<file path="config.mk">
export PLATFORM = sky130hd
export DESIGN_NAME = roll_sequencer
export DESIGN_NICKNAME = d
export VERILOG_FILES = /design/src/rtl/roll_pkg.sv /design/src/rtl/roll_tick_gen.sv /design/src/rtl/roll_sequencer.sv
export SDC_FILE = /design/constraint.sdc
export NUM_CORES = 1
export LEC_CHECK = 0
export CAP_MARGIN = 30
export CORE_MARGIN = 5
export CORE_UTILIZATION = 26
export DETAILED_ROUTE_END_ITERATION = 8
export GPL_TIMING_DRIVEN = 0
export HOLD_SLACK_MARGIN = 0.06
export PLACE_DENSITY = 0.5
export SLEW_MARGIN = 20
export SYNTH_ARGS = -nofsm -noshare
export SYNTH_HDL_FRONTEND = slang
export SYNTH_SLANG_ARGS = --single-unit
</file>
<file path="constraint.sdc">
create_clock -name i_clk -period 5.1 [get_ports i_clk]
set_input_delay 0.765 -clock i_clk [delete_from_list [all_inputs] [get_ports i_clk]]
set_output_delay 0.765 -clock i_clk [all_outputs]
set_load 0.01 [all_outputs]
</file>
<file path="src/rtl/roll_pkg.sv">
// Shared types, default constants and helpers for the random-roll sequencer.
// Imported by roll_sequencer and roll_tick_gen.
package roll_pkg;

  typedef enum logic [1:0] {
    S_IDLE,
    S_RUN,
    S_DONE,
    S_SHOW
  } state_t;

  localparam int DEF_W               = 4;
  localparam int DEF_N_PHASES        = 3;
  localparam int DEF_BASE_INTERVAL   = 1;
  localparam int DEF_SHIFT           = 3;
  localparam int DEF_STEPS_PER_PHASE = 16;
  localparam int DEF_SHOW_CYCLES     = 16;

  // Step interval in cycles for a given phase.
  function automatic int interval(
    input int base,
    input int shift,
    input int phase
  );
    return base << (shift * phase);
  endfunction

  // Counter width able to hold 0..n-1, never less than one bit.
  function automatic int cnt_width(input int n);
    return (n <= 1) ? 1 : $clog2(n);
  endfunction

endpackage

</file>
<file path="src/rtl/roll_tick_gen.sv">
// Interval counter: raises tick on the last cycle of each step interval.
// The interval length is selected by the current speed phase.
module roll_tick_gen
  import roll_pkg::*;
#(
  parameter int N_PHASES      = DEF_N_PHASES,
  parameter int BASE_INTERVAL = DEF_BASE_INTERVAL,
  parameter int SHIFT         = DEF_SHIFT
) (
  input  logic       clk,
  input  logic       rst,
  input  logic       enable,
  input  logic       clear,
  input  logic [1:0] phase,
  output logic       tick
);

  localparam int MAX_IV =
    interval(BASE_INTERVAL, SHIFT, N_PHASES - 1);
  localparam int IW = cnt_width(MAX_IV);

  logic [IW-1:0] icnt;
  logic [IW-1:0] lim;

  // Terminal count for the active phase.
  always_comb begin
    lim = IW'(interval(BASE_INTERVAL, SHIFT, int'(phase)) - 1);
  end

  assign tick = enable && (icnt == lim);

  // Count cycles while running; restart on tick or on a new roll.
  always_ff @(posedge clk) begin
    if (rst || clear) begin
      icnt <= '0;
    end else if (enable) begin
      icnt <= tick ? '0 : icnt + IW'(1);
    end
  end

endmodule

</file>
<file path="src/rtl/roll_sequencer.sv">
// Control FSM for the LFSR roll datapath: seeds, steps at a decelerating
// rate, freezes the result and can briefly show the previous roll.
module roll_sequencer
  import roll_pkg::*;
#(
  parameter int W               = DEF_W,
  parameter int N_PHASES        = DEF_N_PHASES,
  parameter int BASE_INTERVAL   = DEF_BASE_INTERVAL,
  parameter int SHIFT           = DEF_SHIFT,
  parameter int STEPS_PER_PHASE = DEF_STEPS_PER_PHASE,
  parameter int SHOW_CYCLES     = DEF_SHOW_CYCLES
) (
  input  logic         i_clk,
  input  logic         i_rst,
  input  logic         i_start,
  input  logic         i_stop,
  input  logic         i_show,
  input  logic [W-1:0] i_rand,
  output logic         o_seed_load,
  output logic         o_step,
  output logic [W-1:0] o_value,
  output logic [1:0]   o_phase,
  output logic         o_busy,
  output logic         o_done
);

  if (N_PHASES < 1 || N_PHASES > 4 ||
      BASE_INTERVAL < 1 || STEPS_PER_PHASE < 1 ||
      SHOW_CYCLES < 1) begin : g_bad_params
    $error("roll_sequencer: illegal parameter set");
  end

  localparam int SMAX =
    (STEPS_PER_PHASE > SHOW_CYCLES) ? STEPS_PER_PHASE : SHOW_CYCLES;
  localparam int SW = cnt_width(SMAX);

  localparam logic [SW-1:0] STEP_LAST = SW'(STEPS_PER_PHASE - 1);
  localparam logic [SW-1:0] SHOW_LAST = SW'(SHOW_CYCLES - 1);
  localparam logic [1:0]    PH_LAST   = 2'(N_PHASES - 1);

  state_t        state;
  logic [1:0]    phase;
  logic [SW-1:0] scnt;
  logic [W-1:0]  last;
  logic          tick;
  logic          start_go;
  logic          run;

  assign run      = (state == S_RUN);
  assign start_go = i_start &&
                    (state == S_IDLE || state == S_DONE);

  roll_tick_gen #(
    .N_PHASES      (N_PHASES),
    .BASE_INTERVAL (BASE_INTERVAL),
    .SHIFT         (SHIFT)
  ) u_tick (
    .clk    (i_clk),
    .rst    (i_rst),
    .enable (run),
    .clear  (start_go),
    .phase  (phase),
    .tick   (tick)
  );

  // Status flags come straight from the state register.
  assign o_busy  = run;
  assign o_done  = (state == S_DONE);
  assign o_phase = run ? phase : 2'd0;

  // Main sequencer: roll, stop, and previous-result display.
  always_ff @(posedge i_clk) begin
    if (i_rst) begin
      state       <= S_IDLE;
      phase       <= 2'd0;
      scnt        <= '0;
      o_value     <= '0;
      last        <= '0;
      o_seed_load <= 1'b0;
      o_step      <= 1'b0;
    end else begin
      o_seed_load <= 1'b0;
      o_step      <= 1'b0;
      unique case (state)
        S_IDLE: begin
          if (i_start) begin
            state       <= S_RUN;
            phase       <= 2'd0;
            scnt        <= '0;
            o_seed_load <= 1'b1;
          end
        end
        S_RUN: begin
          if (i_stop) begin
            o_value <= i_rand;
            state   <= S_DONE;
          end else if (tick) begin
            o_value <= i_rand;
            if (scnt == STEP_LAST) begin
              if (phase == PH_LAST) begin
                state <= S_DONE;
              end else begin
                phase  <= phase + 2'd1;
                scnt   <= '0;
                o_step <= 1'b1;
              end
            end else begin
              scnt   <= scnt + SW'(1);
              o_step <= 1'b1;
            end
          end
        end
        S_DONE: begin
          if (i_start) begin
            last        <= o_value;
            state       <= S_RUN;
            phase       <= 2'd0;
            scnt        <= '0;
            o_seed_load <= 1'b1;
          end else if (i_show) begin
            o_value <= last;
            last    <= o_value;
            scnt    <= '0;
            state   <= S_SHOW;
          end
        end
        S_SHOW: begin
          if (scnt == SHOW_LAST) begin
            o_value <= last;
            last    <= o_value;
            state   <= S_DONE;
          end else begin
            scnt <= scnt + SW'(1);
          end
        end
      endcase
    end
  end

endmodule

</file>
Yosys cells after proc, flatten, opt, wreduce, memory -nomap -nowiden
Cells that the tools add are included.
{ "word_totals": {"register_bits": 24, "in_bits": 9, "output_inout_bits": 10, "word_cells": 93} }
{ "classes": {"n_addsub": 4, "n_mul": 1, "n_eq_ne": 21, "n_shift": 1, "muxes": 39, "bitwise_logic": 3, "n_reduce_logical": 16} }
{ "op_table": {"columns": ["cell", "count"], "rows": [
  ["$mux W4", 16],
  ["$shl A1 B32 Y6 const A", 1],
  ["$mux W2", 14],
  ["$reduce_and A6 Y1", 3],
  ["$pmux W4 S4", 1],
  ["$ne A2 B2 Y1 const B", 7],
  ["$pmux W4 S3", 1],
  ["$ne A3 B2 Y1 const B", 3],
  ["$pmux W2 S4", 1],
  ["$pmux W4 S2", 1],
  ["$add A6 B1 Y6 const B", 1],
  ["$eq A2 B2 Y1 const B", 3],
  ["$eq A6 B6 Y1", 1],
  ["$mux W6", 1],
  ["$ne A2 B1 Y1 const B", 3],
  ["$ne A3 B3 Y1 const B", 2],
  ["$sub A6 B2 Y6 const B", 1],
  ["$reduce_and A5 Y1", 1],
  ["$add A4 B1 Y4 const B", 1],
  ["$eq A4 B4 Y1 const B", 1],
  ["$mul A2 B2 Y4 const A", 1],
  ["$pmux W2 S2", 1],
  ["$reduce_bool A2 Y1", 2],
  ["$reduce_or A2 Y1", 2],
  ["10 further kinds", 16]
]} }

Logic depth before layout (Yosys ltp)
{ "depth": {"ltp_word": 8, "ltp_mapped": 7, "depth_no_buf": 7} }

By module
A second synthesis with hierarchy kept.
{ "unflattened": {"hier_cells": 166, "hier_area_um2": 1403.8} }
{ "by_module_without_submodules": {"columns": ["module", "n_inst", "cells_per_inst", "area_each_um2", "seq_area_each_um2"], "rows": [
  ["roll_sequencer", 1, 122, 1047.3, 360.3],
  ["roll_tick_gen", 1, 44, 356.6, 120.1]
]} }

Worst setup path before layout
Ideal clock, no wire load.
{ "synth_timing": {"path_kind": "reg2reg", "startpoint": "register phase[0]", "endpoint": "register scnt[1]", "setup_ns": 0.071, "arrival_ns": 1.989, "required_ns": 5.029, "path_slack_ns": 3.040, "path_stages_with_launch": 8, "path_buffers": 0, "period_less_slack_ns": 2.060, "cell_sequence": "dfxtp_1 inv_1 ha_1 or3b_4 a211oi_4 nor3_1 or4_1 a21oi_1"} }
{ "synth_between": {"elab_chain_cells": 7, "elab_cells_between_ends": 9, "classes_between": "add/sub: 1; mul: 1; eq/ne: 4; shift: 1; reduce/logical: 2"} }
{ "synth_lines": {"columns": ["item", "line", "rtl"], "rows": [
  ["start: declaration", "roll_sequencer.sv:42", "logic [1:0] phase;"],
  ["start signal: assignment", "roll_sequencer.sv:103", "phase <= phase + 2'd1;"],
  ["$mul A2 B2 Y4", "roll_pkg.sv:25", "return base << (shift * phase);"],
  ["$shl A1 B32 Y6", "roll_pkg.sv:25", null],
  ["$sub A6 B2 Y6", "roll_tick_gen.sv:27", "lim = IW'(interval(BASE_INTERVAL, SHIFT, int'(phase)) - 1);"],
  ["$eq A6 B6 Y1", "roll_tick_gen.sv:30", "assign tick = enable && (icnt == lim);"],
  ["$logic_and A1 B1 Y1", "roll_tick_gen.sv:30", null],
  ["$ne A2 B1 Y1 (no source line)", null, null],
  ["$reduce_and A6 Y1 (no source line) (*)", null, null],
  ["end signal: assignment", "roll_sequencer.sv:108", "scnt <= scnt + SW'(1);"],
  ["end signal: assignment", "roll_sequencer.sv:133", "scnt <= scnt + SW'(1);"],
  ["end: declaration", "roll_sequencer.sv:43", "logic [SW-1:0] scnt;"]
]} }
Mark *: on every way between the ends. The rest lies on a longest branch, timed or not.
A chain may end at the register's enable or synchronous reset.

Worst setup path after layout
{ "layout_timing": {"startpoint": "register state[1]", "endpoint": "output o_done"} }
{ "layout_between": {"elab_chain_cells": 1} }
{ "layout_lines": {"columns": ["item", "line", "rtl"], "rows": [
  ["start: declaration", "roll_sequencer.sv:41", "state_t state;"],
  ["start signal: assignment", "roll_sequencer.sv:74", "state <= S_IDLE;"],
  ["start signal: assignment", "roll_sequencer.sv:87", "state <= S_RUN;"],
  ["start signal: assignment", "roll_sequencer.sv:96", "state <= S_DONE;"],
  ["$eq A2 B2 Y1", "roll_sequencer.sv:68", "assign o_done = (state == S_DONE);"],
  ["end: declaration", "roll_sequencer.sv:24", "output logic o_done"]
]} }
Every way passes these cells.

==> summary.txt <==
Drt
  – Initial DRT Pass Iterations: 4
  – Initial drt markers: 57
  – DRC Markers: 0
  – Vias per cell: 4.777
  – Via count: 1223
  – Drt wl/cell: 12.37 um
  – Routed Antenna Nets: 0
  – Final WL: 3167 um

STA
  – Final slew viol count: 0
  – Period utilization: 53.38%
  – Hold slack: 0.4887 ns
  – Peak Freq: 367.4 MHz
  – Post-layout worst setup margin: 2.378 ns
  – TNS Setup: 0 ns
  – Rel. slew slack: 56.05%
  – Tmin final: 2.722 ns
  – Slew @ Worst Pin: 0.6523 ns
  – Unrepaired setup endpoints after global routing: no
  – Count of final hold-check violations: 0
  – Worst clock skew: 0.005921 ns
  – Setup-failing EPs final: 0

Clocking
  – TritonCTS Buffers: 3
  – Post_cts resized: 0
  – Number of clock sinks: 24
  – CTS tree: yes
  – Setup bufs post-CTS: 0
  – Clock buffer depth: 2
  – Clk root buf: clkbuf_8
  – Clk_lat worst skew: 0.27 ns
  – H-Tree Depth: 1
  – Worst-path clk slew: 0.09 ns
  – CTS Hold Bufs: 0

Die
  – Die width: 82.29 um
  – Core Box Area: 5107 um2
  – Initial Util: 26.60%
  – I/O Pins: 19
  – Die area: 6772 um2
  – Rows: 26
  – Die Span Y: 82.29 um

Synthesis
  – Synth Register Bits: 24
  – Synth Cell Area: 1359 um2
  – Main synth FF type: dfxtp_1
  – Syn_area_per_cell: 8.235 um2
  – Synth Instances: 165
  – Synth warn: 0
  – Number of distinct library cells after synthesis: 42
  – Number of flops mapped to enable cells by yosys: 0
  – FFs w/ async S/R, synth: 0%
  – Sequential share of the synthesized area: 35.36%
  – Syn Nets: 180

Setup path
  – Crit Path Max Fanout: 10
  – Start point of the critical path: state[1]
  – Crit. End Element: primary output
  – Slowest-stage cell, CP: clkdlybuf4s50_1
  – Reg-to-Reg Start: phase[1]
  – Cell breakdown of the critical path: buf_1 > inv_1 > nor2_1 > clkdlybuf4s50_1
  – Slowest stage delay, CP: 0.55 ns
  – Register-to-register setup slack: 2.79 ns
  – R2r worst-path depth: 7
  – Reg2reg end: phase[1]
  – Critical path required time: 4.34 ns
  – Critical setup path kind: flop to primary output
  – Startpoint Class: flop
  – Worst Path Arrival: 1.96 ns

Global route
  – Pin count of the biggest net entering global routing: 15
  – GR Util All Layers: 10.67%
  – Global-route wire length before repair: 5664 um
  – Number of global-route vias before repair: 1223
  – GRT Residual Overflow: 0
  – Initial antenna violation count: 0

Power
  – Design Power: 0.4479 mW
  – P per Cell Area: 265.4 nW/um2
  – Peak VDD IR: 0.0001083 V
  – P_leak: 0.5606 nW

Min path
  – Worst Hold Class: flop to flop
  – Hold Path End: phase[0]
  – WHS Path Cells: 2
  – Min-delay src: phase[0]

Layout
  – Area Growth Syn to Fin: 24.22%
  – Most frequent cells in the layout: dfxtp_1 (24), nor2_1 (19), clkdlybuf4s50_1 (17)
  – Commonest non-fill, non-tap cell in the layout: dfxtp_1
  – Final #Nets: 202
  – Layout filler cell count: 554
  – Post-layout util: 33.05%
  – Final instance area: 1688 um2
  – Non-filler instance count after layout: 256
  – Antenna cell count: 0
  – Layout cells sized above 1: 4.839%

Status
  – Status: complete, no violations

Placed design
  – Placed cells: 252
  – Dpl hpwl: 2417 um
  – Port Buffers: 17
  – Placed Instance Area: 1617 um2
  – Pre-CTS setup slack: 2.631 ns
  – RD Place Congestion: 0.7493

Job
  – MaxCap Viol Count: 0
[worst max-delay path, delay by kind of cell, from the launching register on]
kind	cells	cell delay [ns]
buf+inv	3	1.12
flops	1	0.41
simple gates	1	0.15
[cells by family (layout without fill, tap and decap cells)]
group	after synthesis	count (layout)	share of synthesized area [%]
DFF	24	24	35.36
and+or+nand+nor	69	69	25.78
xor gates and xnor gates	5	5	3.223
adders and majority gates	6	6	5.525
muxes	11	11	8.103
AOI/OAI and AO/OA	39	39	18.97
buffers and inverters	11	32	3.038
[power by group]
group          total (mW)  switching, mW  internal, mW
combinational      0.0789         0.0441        0.0348
sequential          0.199        0.00553         0.194
clock               0.170         0.0646         0.105
[flip-flops by register name (all words and copies together), names as in the netlist]
register     count
phase            2
state            2
u_tick.icnt      6
scnt             4
o_seed_load      1
last             4
o_value          4
o_step           1
[final cells by class]
type,count,area (um2),share of cell area (%)
clock buffer,3,41.29,2.446
sequential,24,480.5,28.47
inverter,6,22.52,1.334
multi-input combinational,130,837.1,49.59
tap,70,87.58,5.189
buffer,5,18.77,1.112
clock inverter,1,30.03,1.779
timing repair buffer,17,170.2,10.08
[layer usage]
layer	GRT usage (%)	routed length [um]	vias up
met1	13.73	1569	566
li1	-	-	633
met4	1.993	19	0
met5	0	0	-
met2	17.39	1432	22
met3	3.579	145	2
[synth_stat cells (2+ instances only)]
master,count,share of area [%]
mux2i_1,11,8.1
nor3_1,4,1.5
clkbuf_1,4,1.1
and2_1,2,0.92
nor2_1,19,5.2
or3_1,4,1.8
nand2_1,16,4.4
nand3_1,4,1.5
a21oi_1,12,4.4
o21ai_1,2,0.74
or4_1,2,1.1
inv_1,5,1.4
o21ai_0,9,3.3
nand2b_1,6,2.8
xor2_1,3,1.9
o211ai_1,4,2.2
nand4_1,2,0.92
ha_1,6,5.5
dfxtp_1,24,35
nor2b_1,3,1.4
xnor2_1,2,1.3
[worst max path at each step]
| stage | endpoint | slack [ns] | depth (start not counted) |
|---|---|---|---|
| 2_1_floorplan | scnt[1] | 3.04 | 7 |
| 4_1_cts | o_done | 2.30 | 4 |
| 3_5_place_dp | o_done | 2.63 | 4 |
| 6_report | o_done | 2.38 | 4 |
| 3_3_place_gp | scnt[1] | 2.59 | 6 |
| 5_1_grt | o_done | 2.17 | 4 |
No activity file was read; power rests on OpenSTA's default activity.
